$ cat src/rtl/alu_issue.sv
// Decode-and-issue stage ahead of the ALU: RV32 decode into op/a/b plus a
// registered valid/ready slot backed by a one-entry skid buffer.
module alu_issue #(
  parameter int unsigned DATA_WIDTH = 32
) (
  input  logic                  i_clk,
  input  logic                  i_rst_n,
  input  logic                  i_flush,
  input  logic                  i_valid,
  output logic                  o_ready,
  input  logic [31:0]           i_instr,
  input  logic [DATA_WIDTH-1:0] i_pc,
  input  logic [DATA_WIDTH-1:0] i_rs1_data,
  input  logic [DATA_WIDTH-1:0] i_rs2_data,
  output logic                  o_valid,
  input  logic                  i_ready,
  output logic [7:0]            o_alu_op,
  output logic [DATA_WIDTH-1:0] o_a,
  output logic [DATA_WIDTH-1:0] o_b,
  output logic [4:0]            o_rd,
  output logic                  o_illegal
);

  localparam logic [7:0] OP_ALU_ADD = 8'h00;
  localparam logic [7:0] OP_ALU_SUB = 8'h01;
  localparam logic [7:0] OP_ALU_SLL = 8'h02;
  localparam logic [7:0] OP_ALU_SLT = 8'h03;
  localparam logic [7:0] OP_ALU_XOR = 8'h04;
  localparam logic [7:0] OP_ALU_SRL = 8'h05;
  localparam logic [7:0] OP_ALU_SRA = 8'h06;
  localparam logic [7:0] OP_ALU_OR  = 8'h07;
  localparam logic [7:0] OP_ALU_AND = 8'h08;
  localparam logic [7:0] OP_ALU_MUL = 8'h09;
  localparam logic [7:0] OP_ALU_DIV = 8'h0A;
  localparam logic [7:0] OP_ALU_MOD = 8'h0B;

  localparam logic [6:0] OPC_OP     = 7'b0110011;
  localparam logic [6:0] OPC_OP_IMM = 7'b0010011;
  localparam logic [6:0] OPC_LUI    = 7'b0110111;
  localparam logic [6:0] OPC_AUIPC  = 7'b0010111;

  typedef enum logic [1:0] {StEmpty, StOne, StFull} state_e;

  logic [6:0] opcode;
  logic [2:0] funct3;
  logic [6:0] funct7;

  logic [7:0]            dec_op;
  logic [DATA_WIDTH-1:0] dec_a;
  logic [DATA_WIDTH-1:0] dec_b;
  logic [4:0]            dec_rd;
  logic                  dec_illegal;

  logic [DATA_WIDTH-1:0] imm_i;
  logic [DATA_WIDTH-1:0] imm_u;
  logic [DATA_WIDTH-1:0] shamt_r;
  logic [DATA_WIDTH-1:0] shamt_i;

  state_e                state_q;
  logic                  valid_q;
  logic                  ready_q;
  logic [7:0]            out_op_q,  skid_op_q;
  logic [DATA_WIDTH-1:0] out_a_q,   skid_a_q;
  logic [DATA_WIDTH-1:0] out_b_q,   skid_b_q;
  logic [4:0]            out_rd_q,  skid_rd_q;
  logic                  out_ill_q, skid_ill_q;

  logic accept;
  logic drain;

  logic unused_rs_fields;
  assign unused_rs_fields = ^i_instr[19:15];

  assign opcode  = i_instr[6:0];
  assign funct3  = i_instr[14:12];
  assign funct7  = i_instr[31:25];
  assign imm_i   = {{(DATA_WIDTH-12){i_instr[31]}}, i_instr[31:20]};
  assign imm_u   = {{(DATA_WIDTH-32){i_instr[31]}}, i_instr[31:12], 12'b0};
  // Shift amounts are always the low five bits, zero-extended.
  assign shamt_r = {{(DATA_WIDTH-5){1'b0}}, i_rs2_data[4:0]};
  assign shamt_i = {{(DATA_WIDTH-5){1'b0}}, i_instr[24:20]};

  always_comb begin
    dec_op      = OP_ALU_ADD;
    dec_a       = '0;
    dec_b       = '0;
    dec_illegal = 1'b0;
    unique case (opcode)
      OPC_OP: begin
        dec_a = i_rs1_data;
        dec_b = i_rs2_data;
        unique case ({funct7, funct3})
          {7'b0000000, 3'b000}: dec_op = OP_ALU_ADD;
          {7'b0000000, 3'b001}: begin dec_op = OP_ALU_SLL; dec_b = shamt_r; end
          {7'b0000000, 3'b010}: dec_op = OP_ALU_SLT;
          {7'b0000000, 3'b100}: dec_op = OP_ALU_XOR;
          {7'b0000000, 3'b101}: begin dec_op = OP_ALU_SRL; dec_b = shamt_r; end
          {7'b0000000, 3'b110}: dec_op = OP_ALU_OR;
          {7'b0000000, 3'b111}: dec_op = OP_ALU_AND;
          {7'b0100000, 3'b000}: dec_op = OP_ALU_SUB;
          {7'b0100000, 3'b101}: begin dec_op = OP_ALU_SRA; dec_b = shamt_r; end
          {7'b0000001, 3'b000}: dec_op = OP_ALU_MUL;
          {7'b0000001, 3'b100}: dec_op = OP_ALU_DIV;
          {7'b0000001, 3'b110}: dec_op = OP_ALU_MOD;
          default:              dec_illegal = 1'b1;
        endcase
      end
      OPC_OP_IMM: begin
        dec_a = i_rs1_data;
        dec_b = imm_i;
        unique case (funct3)
          3'b000: dec_op = OP_ALU_ADD;
          3'b010: dec_op = OP_ALU_SLT;
          3'b100: dec_op = OP_ALU_XOR;
          3'b110: dec_op = OP_ALU_OR;
          3'b111: dec_op = OP_ALU_AND;
          3'b001: begin
            dec_op      = OP_ALU_SLL;
            dec_b       = shamt_i;
            dec_illegal = (funct7 != 7'b0000000);
          end
          3'b101: begin
            dec_b = shamt_i;
            if (funct7 == 7'b0000000)      dec_op = OP_ALU_SRL;
            else if (funct7 == 7'b0100000) dec_op = OP_ALU_SRA;
            else                           dec_illegal = 1'b1;
          end
          default: dec_illegal = 1'b1;
        endcase
      end
      OPC_LUI: begin
        dec_a = '0;
        dec_b = imm_u;
      end
      OPC_AUIPC: begin
        dec_a = i_pc;
        dec_b = imm_u;
      end
      default: dec_illegal = 1'b1;
    endcase
    // Illegal encodings issue as a harmless ADD of zeros with no destination.
    if (dec_illegal) begin
      dec_op = OP_ALU_ADD;
      dec_a  = '0;
      dec_b  = '0;
    end
  end

  assign dec_rd = dec_illegal ? 5'd0 : i_instr[11:7];

  assign accept = i_valid & ready_q;
  assign drain  = valid_q & i_ready;

  always_ff @(posedge i_clk or negedge i_rst_n) begin
    if (!i_rst_n) begin
      state_q    <= StEmpty;
      valid_q    <= 1'b0;
      ready_q    <= 1'b1;
      out_op_q   <= '0;
      out_a_q    <= '0;
      out_b_q    <= '0;
      out_rd_q   <= '0;
      out_ill_q  <= 1'b0;
      skid_op_q  <= '0;
      skid_a_q   <= '0;
      skid_b_q   <= '0;
      skid_rd_q  <= '0;
      skid_ill_q <= 1'b0;
    end else if (i_flush) begin
      state_q <= StEmpty;
      valid_q <= 1'b0;
      ready_q <= 1'b1;
    end else begin
      unique case (state_q)
        StEmpty: begin
          if (accept) begin
            out_op_q  <= dec_op;
            out_a_q   <= dec_a;
            out_b_q   <= dec_b;
            out_rd_q  <= dec_rd;
            out_ill_q <= dec_illegal;
            valid_q   <= 1'b1;
            state_q   <= StOne;
          end
        end
        StOne: begin
          if (accept && drain) begin
            out_op_q  <= dec_op;
            out_a_q   <= dec_a;
            out_b_q   <= dec_b;
            out_rd_q  <= dec_rd;
            out_ill_q <= dec_illegal;
          end else if (accept) begin
            skid_op_q  <= dec_op;
            skid_a_q   <= dec_a;
            skid_b_q   <= dec_b;
            skid_rd_q  <= dec_rd;
            skid_ill_q <= dec_illegal;
            ready_q    <= 1'b0;
            state_q    <= StFull;
          end else if (drain) begin
            valid_q <= 1'b0;
            state_q <= StEmpty;
          end
        end
        StFull: begin
          if (drain) begin
            out_op_q  <= skid_op_q;
            out_a_q   <= skid_a_q;
            out_b_q   <= skid_b_q;
            out_rd_q  <= skid_rd_q;
            out_ill_q <= skid_ill_q;
            ready_q   <= 1'b1;
            state_q   <= StOne;
          end
        end
        default: begin
          state_q <= StEmpty;
          valid_q <= 1'b0;
          ready_q <= 1'b1;
        end
      endcase
    end
  end

  assign o_ready   = ready_q;
  assign o_valid   = valid_q;
  assign o_alu_op  = out_op_q;
  assign o_a       = out_a_q;
  assign o_b       = out_b_q;
  assign o_rd      = out_rd_q;
  assign o_illegal = out_ill_q;

endmodule
$ cat config.mk
export PLATFORM = sky130hd
export DESIGN_NAME = alu_issue
export DESIGN_NICKNAME = d
export VERILOG_FILES = /design/src/rtl/alu_issue.sv
export SDC_FILE = /design/constraint.sdc
export NUM_CORES = 1
export LEC_CHECK = 0
export ABC_AREA = 1
export BUFFER_PORTS_ARGS = -buffer_cell sky130_fd_sc_hd__buf_2
export CAP_MARGIN = 25
export CORE_MARGIN = 8
export CORE_UTILIZATION = 40
export DETAILED_ROUTE_END_ITERATION = 10
export PLACE_DENSITY_LB_ADDON = 0.05
export SLEW_MARGIN = 25
export SYNTH_ARGS = -nofsm -noshare
export SYNTH_HDL_FRONTEND = slang
export SYNTH_SLANG_ARGS = --single-unit
$ cat constraint.sdc
create_clock -name i_clk -period 1.9 [get_ports i_clk]
set_input_delay 0.095 -clock i_clk [delete_from_list [all_inputs] [get_ports i_clk]]
set_output_delay 0.095 -clock i_clk [all_outputs]
set_load 0.02 [all_outputs]
==> qor.yml, run 1 <==
cp.arrival_ns: 2.09
gr-usage-met2_pct: 31.72
status: "finished, final reports clean"
vias: 8221
synth_top_family_by_area: "simple AND/OR/NAND/NOR gates"
tightestPinTransition_ns: 0.6568
vdd_ir_drop_max_uv: 573.7
swShare_pct: 37.77
antenna_found_initial: 2
routed_wl_um: 25110
period_minus_slack_ns: 1.723
cts_root_buffer: "clkbuf_16"
synthCells: 1253
rows: 53
fin_ws_ns: 0.1766
die_w_um: 161.5
ys_warn_count: 0
top_usage_layer: "met2"
coreArea_sq_mm: 0.02089
first_global_vias: 8002
synth-seq-cells: 152
whs_ns: 0.04063
fin_util_pct: 50.63
fp.dieArea_sq_mm: 0.02608
grt_max_degree: 115
cts_tree: "yes"
finalMaxSlewViolations: 0
via_per_inst: 4.744
grt_overflow: 0
relSlewSlack_pct: 56.11
stdcell_count: 1733
worstReg2RegStart: "o_ready"
synthSimpleGateAreaFrac_pct: 37.79
met1_usage_pct: 25.40
grt_pass1_wl_um: 41660
p_leak_nw: 6.420
hold_viol: 0
yosysTopAreaCellShare_pct: 44.63
hpwl_um: 17500
ys_seq_area_share_pct: 44.95
die_h_um: 161.5
synthAdderAreaFrac_pct: 0
ioPinCount: 213
areaGrowthSynthToFinish_pct: 24.93
startpoint: "o_ready"
cp_max_fo: 32
clkTransAtPathRegs_ns: 0.07
synth-compound-area-share_pct: 8.927
end_kind: "register"
synth_xor_area_share_pct: 0
cts_max_path_buffers: 2
start_kind: "register"
first_pass_iters: 8
drc: 0
met3_usage_pct: 5.498
async_reset_ff_share_pct: 100.0
synth_area_per_cell_sq_um: 6.756
drv_cap: 0
nets: 1577
antenna_left: 0
synth_area_leader_cell: "dfrtp_1"
cts_made_buffers: 17
intPower_mw: 6.808
synth_edf_count: 0
ys_types: 28
synth_area_sq_mm: 0.008466
clock-sinks: 152
globalRouteTotalUtil_pct: 19.58
numPlacedInstances: 1694
place.gp.congestion: 0.9006
finClkSkew_ns: 0.01227
endpoint: "o_b[19]"
synthMuxAreaShare_pct: 0
reg2reg_slack_ns: 0.18
drt-initial-drc-count: 484
power.share.clock_pct: 30.4
reg2regPathDepth: 8
finalSetupViolations: 0
synth_commonest_cells: "nand2_1, nor2_1, dfrtp_1"
period_share_pct: 90.70
dp_slack_ns: -0.04322
wl_per_cell_um: 14.49
power_frac_seq_pct: 37.7
design_area_sq_mm: 0.01058
yosysMostFrequentCell: "nand2_1"
switchingPower_mw: 4.132
cts_max_level: 4
yosys-top-cells-area: "dfrtp_1, nand2_1, nor2_1, nand3_1, inv_1"
tns_ns: 0
cp_data_required_time_ns: 2.27
fmax_ghz: 0.5803
combPwrFrac_pct: 31.9
pwr_density_cell_mw_per_mm2: 1034
hp-class: "primary input to register"
drive_gt1_share_pct: 20.38
rsz0062_at_grt: "no"
start_util_pct: 40.53
synth_flop_cell: "dfrtp_1"
power_mw: 10.94
placed_cell_area_sq_mm: 0.009945
port_buffers: 208
cts_setup_buffers: 0
ctsResizeCount: 0
worstSetupPathType: "register to register"
clk_latency_ns: 0.42
r2r_end: "o_b[19]"
[area by class of cell]
cell class                 instances  area (sq um)
antenna                            1         2.502
clock buffer                      17         425.4
clock inverter                    15         143.9
fill                            2170         10310
inverter                          85         321.6
multi-input combinational        942          3999
sequential                       152          3805
tap                              275         344.1
timing repair buffer             246          1535
[registers in the layout, indices dropped and copies added (netlist names), 2 cells and up]
| name | flops |
|---|---|
| o_alu_op | 4 |
| skid_rd_q | 5 |
| o_a | 32 |
| o_b | 32 |
| state_q | 2 |
| skid_b_q | 32 |
| o_rd | 5 |
| skid_op_q | 4 |
| skid_a_q | 32 |
[power groups by stage]
stage          combinational [mW]  sequential [mW]  clock, mW
2_1_floorplan                1.48             4.79          0
3_5_place_dp                 3.53             4.18          0
6_report                     3.49             4.13       3.33
4_1_cts                      3.55             4.14       3.42
5_1_grt                      3.92             4.21       3.54
3_3_place_gp                 3.51             4.18          0
[cell families after synthesis]
kind of cell,after synthesis
simple gates,795
buf+inv,162
other cells,1
flops,152
compound gates,143
[how the worst min path moves through the flow]
stage                     slack, ns            from      endpoint  depth (start not counted)
after global routing           0.05  i_rs2_data[19]  skid_b_q[19]                          5
final                          0.04  i_rs2_data[19]  skid_b_q[19]                          5
after CTS                      0.02         i_flush       o_valid                          4
after floorplan               -0.20         i_rst_n        o_a[0]                          0
after global placement         0.02         i_rst_n       o_valid                          1
after detailed placement       0.02         i_rst_n       o_valid                          1
[placed cells by master, fill, tap and decap left out, types with 5 or more instances in the layout]
cell type | Yosys | layout
buf_4 | 5 | 17
a22o_1 | 5 | 5
o21ai_0 | 59 | 59
a21oi_1 | 11 | 11
inv_1 | 84 | 83
dfrtp_1 | 151 | 151
nand3_1 | 73 | 73
buf_2 | 18 | 207
nor2_2 | 5 | 5
clkbuf_16 | 0 | 17
clkinvlp_4 | 0 | 5
nand3_2 | 11 | 11
o21ai_1 | 58 | 58
dlygate4sd3_1 | 0 | 6
buf_12 | 0 | 15
nand2_1 | 529 | 528
nor2_1 | 168 | 168
[timing repair]
action | in CTS | in global routing
endpoints found under the hold margin | 159 | 0
setup endpoints to repair | 0 | 0
hold buffers | 6 | 0
[critical path, stage by stage (launching register included)]
cell	delay (ns)
dfstp_2	0.54
nand2_1	0.15
a21oi_1	0.26
o22ai_4	0.11
buf_12	0.18
buf_12	0.18
nor2_1	0.11
nand2_1	0.06
nand2_1	0.06
[layer usage]
| layer | share of wire [%] | up-vias |
|---|---|---|
| met2 | 46 | 181 |
| li1 | - | 4270 |
| met1 | 47 | 3743 |
| met3 | 5.7 | 25 |
| met5 | 0.032 | - |
| met4 | 1.1 | 2 |
Note: power is estimated with default switching activity, not from simulation.
==> run 2, diff against run 1 <==
Settings changed: ABC_AREA 1 to unset.
==> qor.yml, run 2 <==
cts_max_path_buffers: 2  # unchanged
place.gp.congestion: 0.8651  # was 0.9006
antenna_left: 0  # unchanged
status: "finished, final reports clean"  # unchanged
reg2regPathDepth: 8  # unchanged
nets: 1117  # was 1,577
synth-seq-cells: 152  # unchanged
ys_types: 57  # was 28
start_util_pct: 40.44  # was 40.53%
drv_cap: 0  # unchanged
globalRouteTotalUtil_pct: 20.46  # was 19.58%
rows: 50  # was 53
power_mw: 7.824  # was 10.94 mW
areaGrowthSynthToFinish_pct: 32.27  # was 24.93%
end_kind: "register"  # unchanged
period_minus_slack_ns: 1.807  # was 1.723 ns
antenna_found_initial: 0  # was 2
vdd_ir_drop_max_uv: 582.5  # was 573.7 uV
path_cells: "nand3b_1 > buf_4 > a21oi_2 > buf_4 > o21bai_4 > buf_4 > nand2_1 > o211ai_1"  # was nand2_1 > a21oi_1 > o22ai_4 > buf_12 > buf_12 > nor2_1 > nand2_1 > nand2_1
yosys-top-cells-area: "dfrtp_1, nand2_1, o31ai_1, o211ai_1, nand3_1"  # was dfrtp_1, nand2_1, nor2_1, nand3_1, inv_1
fillCellCount: 1708  # was 2,170
cp_data_required_time_ns: 2.19  # was 2.27 ns
cp_max_fo: 17  # was 32
via_per_inst: 5.626  # was 4.744
coreArea_sq_mm: 0.01858  # was 0.02089 sq mm
hp-class: "primary input to register"  # unchanged
fmax_ghz: 0.5533  # was 0.5803 GHz
diodes: 0  # was 1
finalMaxSlewViolations: 0  # unchanged
hpwl_um: 17700  # was 17,500 um
first_global_vias: 7322  # was 8,002
fin_ws_ns: 0.09269  # was 0.1766 ns
first_pass_iters: 5  # was 8
clk_latency_ns: 0.42  # about the same
vias: 6925  # was 8,221
cp_common_cell: "buf_4"  # was nand2_1
grt_max_degree: 62  # was 115
whs_path_depth: 3  # was 5
slowest_stage: "dfstp_2"  # unchanged
worstSetupPathType: "register to register"  # unchanged
relSlewSlack_pct: 65.81  # was 56.11%
clkTransAtPathRegs_ns: 0.06  # was 0.07 ns
tightestPinTransition_ns: 0.5065  # was 0.6568 ns
cts_made_buffers: 17  # unchanged
die_h_um: 153.1  # was 161.5 um
crit_family: "flip-flops"  # unchanged
grt_overflow: 0  # unchanged
synth_area_leader_cell: "dfrtp_1"  # unchanged
cp.arrival_ns: 2.09  # about the same
finalSetupViolations: 0  # unchanged
grt_pass1_wl_um: 38740  # was 41,660 um
slowest_delay_ns: 0.56  # was 0.54 ns
start_kind: "register"  # unchanged
p_leak_nw: 4.484  # was 6.420 nW
period_share_pct: 95.12  # was 90.70%
cts_tree: "yes"  # unchanged
synth_area_sq_mm: 0.007515  # was 0.008466 sq mm
fp.dieArea_sq_mm: 0.02343  # was 0.02608 sq mm
drt-initial-drc-count: 413  # was 484
cp.depth: 8  # unchanged
port_buffers: 208  # unchanged
ys_warn_count: 0  # unchanged
design_area_sq_mm: 0.009940  # was 0.01058 sq mm
final_common_cell: "buf_2"  # was nand2_1
drc: 0  # unchanged
routed_wl_um: 24150  # was 25,110 um
wl_per_cell_um: 19.62  # was 14.49 um
dp_slack_ns: -0.07734  # was -0.04322 ns
ioPinCount: 213  # unchanged
cp_num_buf_inv: 3  # was 2
synth_commonest_cells: "dfrtp_1, nand2_1, o31ai_1"  # was nand2_1, nor2_1, dfrtp_1
clock-sinks: 152  # unchanged
yosysTopAreaCellShare_pct: 50.28  # was 44.63%
fin_util_pct: 53.49  # was 50.63%
yosysMostFrequentCell: "dfrtp_1"  # was nand2_1
synth_area_per_cell_sq_um: 9.798  # was 6.756 sq um
rsz0062_at_grt: "no"  # unchanged
ys_seq_area_share_pct: 50.63  # was 44.95%
synthCells: 767  # was 1,253
synth_flop_cell: "dfrtp_1"  # unchanged
cts_max_level: 4  # unchanged
pwr_density_cell_mw_per_mm2: 787.1  # was 1034 mW/mm^2
whs_ns: 0.02128  # was 0.04063 ns
placed_cell_area_sq_mm: 0.009190  # was 0.009945 sq mm
hold_viol: 0  # unchanged
synth_edf_count: 0  # unchanged
async_reset_ff_share_pct: 100.0  # unchanged
die_w_um: 153.1  # was 161.5 um
drive_gt1_share_pct: 32.90  # was 20.38%
cts_root_buffer: "clkbuf_16"  # unchanged
final_cell_mix: "buf_2, dfrtp_1, nand2_1"  # was nand2_1, buf_2, nor2_1
finClkSkew_ns: 0.008677  # was 0.01227 ns
==> run 2: cell count changes after synthesis, sizes merged, moves of 6 or more <==
cell / previous run / this run
nand2: 529 / 149
nor2: 175 / 17
o21ai: 117 / 20
inv: 85 / 9
o31ai: 3 / 72
o211ai: 0 / 65
a22oi: 0 / 38
a221oi: 0 / 19
nand3: 85 / 68
mux2i: 0 / 13
and2: 0 / 10
nor3: 1 / 9
nor2b: 0 / 6
==> run 2: final timing paths <==
path | startpoint | end | slack (ns)
setup / recovery | o_ready | o_b[13] | 0.09
hold / removal | i_rs2_data[19] | o_b[19] | 0.02
setup reg to reg | o_ready | o_b[13] | 0.09
hold reg to reg | skid_op_q[2] | skid_op_q[2] | 0.47
max in group asynchronous | i_rst_n | o_a[20] | 0.99
min in group asynchronous | i_rst_n | o_a[30] | 0.20
==> run 2: kinds of logic after synthesis <==
group / after synthesis / share of synthesized area (%)
simple gates: 275 / 17.17
compound gates: 240 / 24.73
flops: 152 / 50.63
buf+inv: 83 / 5.278
mux: 15 / 2.031
xor+xnor: 1 / 0.1166
other cells: 1 / 0.04990
==> run 2: what timing repair did <==
action                                 CTS  global route
endpoints found under the hold margin   61             0
setup endpoints to repair                1            77
hold buffers                             8             0
cloned                                   0             1
gates resized for setup                  1             5
setup buffers                            0             2
pin swaps                                0             3
==> run 2: layout make-up <==
cell class	count	area [sq um]	area share (%)
multi-input combinational	535	3405	34.25
clock inverter	11	146.4	1.473
sequential	152	3805	38.28
clock buffer	21	460.4	4.632
inverter	9	33.78	0.3399
timing repair buffer	269	1797	18.08
tap	234	292.8	2.946
==> run 2: per-layer routing <==
metal,vias to the layer above,track usage [%],share of wire [%]
met3,28,6.231,7.5
met5,-,0,0
met4,0,7.257,2.1
li1,3272,-,-
met1,3378,25.33,43
met2,247,33.26,47
==> run 2: where the power goes <==
part	internal, mW	leakage [nW]	switching, mW
registers	3.28	2.11	0.0312
clock network	2.14	0.282	1.35
logic	0.389	2.09	0.636
total	5.81	4.48	2.02
==> run 2: worst min-delay path, stage by stage <==
cell and delay, ns:
buf_2 0.09, a221oi_2 0.06, o211ai_1 0.16
==> run 2: stage by stage <==
stage	setup TNS [ns]	cells
CTS	0	1228
detailed placement	-0.1768	1188
global placement	-0.1262	1188
finish	0	1231
global route	0	1231
floorplan	-0.2325	770
==> run 3, diff against run 2 <==
Settings changed: PLACE_DENSITY set to 0.6, PLACE_DENSITY_LB_ADDON 0.05 to unset, SETUP_SLACK_MARGIN set to 0.1.
==> qor.yml, run 3 (synthesis gave the netlist of run 2 again) <==
stdcell_count: 1245  # was 1,231
clk_latency_ns: 0.42  # about the same
slowest_stage: "dfstp_2"  # unchanged
worstSetupPathType: "register to register"  # unchanged
tns_ns: 0  # unchanged
globalRouteTotalUtil_pct: 20.47  # was 20.46%
worstReg2RegStart: "o_ready"  # unchanged
ioPinCount: 213  # unchanged
finalSetupViolations: 0  # unchanged
wl_per_cell_um: 19.65  # was 19.62 um
cp_max_fo: 11  # was 17
grt_overflow: 0  # unchanged
port_buffers: 208  # unchanged
hold_start: "i_instr[17]"  # was i_rs2_data[19]
cts_max_path_buffers: 2  # unchanged
coreArea_sq_mm: 0.01858  # unchanged
areaGrowthSynthToFinish_pct: 33.72  # was 32.27%
path_cells: "nand3b_1 > a21oi_2 > o21ba_4 > buf_4 > clkbuf_16 > nand3_1 > o211ai_1"  # was nand3b_1 > buf_4 > a21oi_2 > buf_4 > o21bai_4 > buf_4 > nand2_1 > o211ai_1
fmax_ghz: 0.5424  # was 0.5533 GHz
vdd_ir_drop_max_uv: 542.9  # was 582.5 uV
first_global_vias: 7081  # was 7,322
routed_wl_um: 24460  # was 24,150 um
cts_max_level: 4  # unchanged
hpwl_um: 16790  # was 17,700 um
start_kind: "register"  # unchanged
drt-initial-drc-count: 365  # was 413
tightestPinTransition_ns: 0.6802  # was 0.5065 ns
reg2regPathDepth: 7  # was 8
cts_made_buffers: 17  # unchanged
cp_data_required_time_ns: 2.23  # was 2.19 ns
cp.arrival_ns: 2.17  # was 2.09 ns
fin_ws_ns: 0.05620  # was 0.09269 ns
first_pass_iters: 5  # unchanged
status: "finished, final reports clean"  # unchanged
r2r_end: "o_a[6]"  # was o_b[13]
drv_cap: 0  # unchanged
finalMaxSlewViolations: 0  # unchanged
drive_gt1_share_pct: 34.46  # was 32.90%
register_area_sq_mm: 0.003805  # unchanged
clock-sinks: 152  # unchanged
nets: 1131  # was 1,117
antenna_found_initial: 1  # was 0
crit_family: "compound AO/OA/AOI/OAI gates"  # was flip-flops
place.gp.congestion: 0.8495  # was 0.8651
relSlewSlack_pct: 54.54  # was 65.81%
dp_slack_ns: -0.009665  # was -0.07734 ns
fillCellCount: 1698  # was 1,708
period_share_pct: 97.04  # was 95.12%
p_leak_nw: 4.547  # was 4.484 nW
fp.dieArea_sq_mm: 0.02343  # unchanged
fin_util_pct: 54.08  # was 53.49%
rows: 50  # unchanged
hp-class: "primary input to register"  # unchanged
final_common_cell: "buf_2"  # unchanged
slowest_delay_ns: 0.56  # about the same
whs_path_depth: 3  # unchanged
vias: 6848  # was 6,925
holdPathEnd: "o_b[17]"  # was o_b[19]
pwr_density_cell_mw_per_mm2: 759.2  # was 787.1 mW/mm^2
numPlacedInstances: 1189  # was 1,188
multi_input_area_sq_mm: 0.003446  # was 0.003405 sq mm
hold_viol: 0  # unchanged
grt_max_degree: 107  # was 62
finClkSkew_ns: 0.007582  # was 0.008677 ns
die_w_um: 153.1  # unchanged
end_kind: "register"  # unchanged
reg2reg_slack_ns: 0.06  # was 0.09 ns
clkTransAtPathRegs_ns: 0.06  # about the same
antenna_left: 0  # unchanged
final_cell_mix: "buf_2, dfrtp_1, nand2_1"  # unchanged
rsz0062_at_grt: "yes"  # was no
startpoint: "o_ready"  # unchanged
cts_root_buffer: "clkbuf_16"  # unchanged
drc: 0  # unchanged
start_util_pct: 40.44  # unchanged
via_per_inst: 5.500  # was 5.626
die_h_um: 153.1  # unchanged
grt_pass1_wl_um: 38780  # was 38,740 um
period_minus_slack_ns: 1.844  # was 1.807 ns
cp_num_buf_inv: 2  # was 3
cts_tree: "yes"  # unchanged
whs_ns: 0.01888  # was 0.02128 ns
-- run 3: cell type report --
| type | instances | area share, % |
|---|---|---|
| tap | 234 | 2.914 |
| clock buffer | 18 | 4.371 |
| sequential | 152 | 37.87 |
| clock inverter | 13 | 1.046 |
| timing repair buffer | 283 | 19.15 |
| multi-input combinational | 535 | 34.29 |
| inverter | 9 | 0.3362 |
| antenna | 1 | 0.02490 |
-- run 3: what timing repair did --
item	CTS	global route
gates cloned	0	4
buffers inserted	2	5
gates resized for setup	0	24
setup endpoints to repair	7	138
endpoints found under the hold margin	170	0
hold buffers	13	0
pin swaps	0	14
-- run 3: worst max-delay path by stage --
stage	endpoint	cells after the start	slack, ns
after global routing	o_a[6]	7	-0.04
final	o_a[6]	7	0.06
after CTS	o_alu_op[2]	6	0.08
after floorplan	o_a[0]	7	0.12
after global placement	skid_b_q[15]	5	0.008
after detailed placement	o_b[18]	8	-0.01
-- run 3: worst reg2reg max path, delay by kind of cell (launching register included) --
family | cells | cell delay, ns
AOI/OAI and AO/OA | 3 | 0.58
DFF | 1 | 0.56
buffers and inverters | 2 | 0.33
and+or+nand+nor | 2 | 0.28
-- run 3: power by group --
group | internal (mW) | leakage, nW | switching, mW | total [mW]
Combinational | 0.453 | 2.17 | 0.673 | 1.13
Clock | 1.82 | 0.267 | 1.36 | 3.18
Sequential | 3.28 | 2.11 | 0.0398 | 3.32
-- run 3: routing by layer --
metal | part of all wire [%] | track usage [%]
met1 | 44 | 26.07
met2 | 47 | 33.43
met3 | 7.6 | 6.738
met4 | 0.74 | 4.100
met5 | 0.053 | 0
-- run 3: through the flow --
| step | total power, mW | cell area, sq um |
|---|---|---|
| 2_1_floorplan | 3.809 | 7538 |
| 3_3_place_gp | 4.350 | 9139 |
| 3_5_place_dp | 4.350 | 9144 |
| 4_1_cts | 7.583 | 9833 |
| 5_1_grt | 7.960 | 10050 |
| 6_report | 7.628 | 10050 |
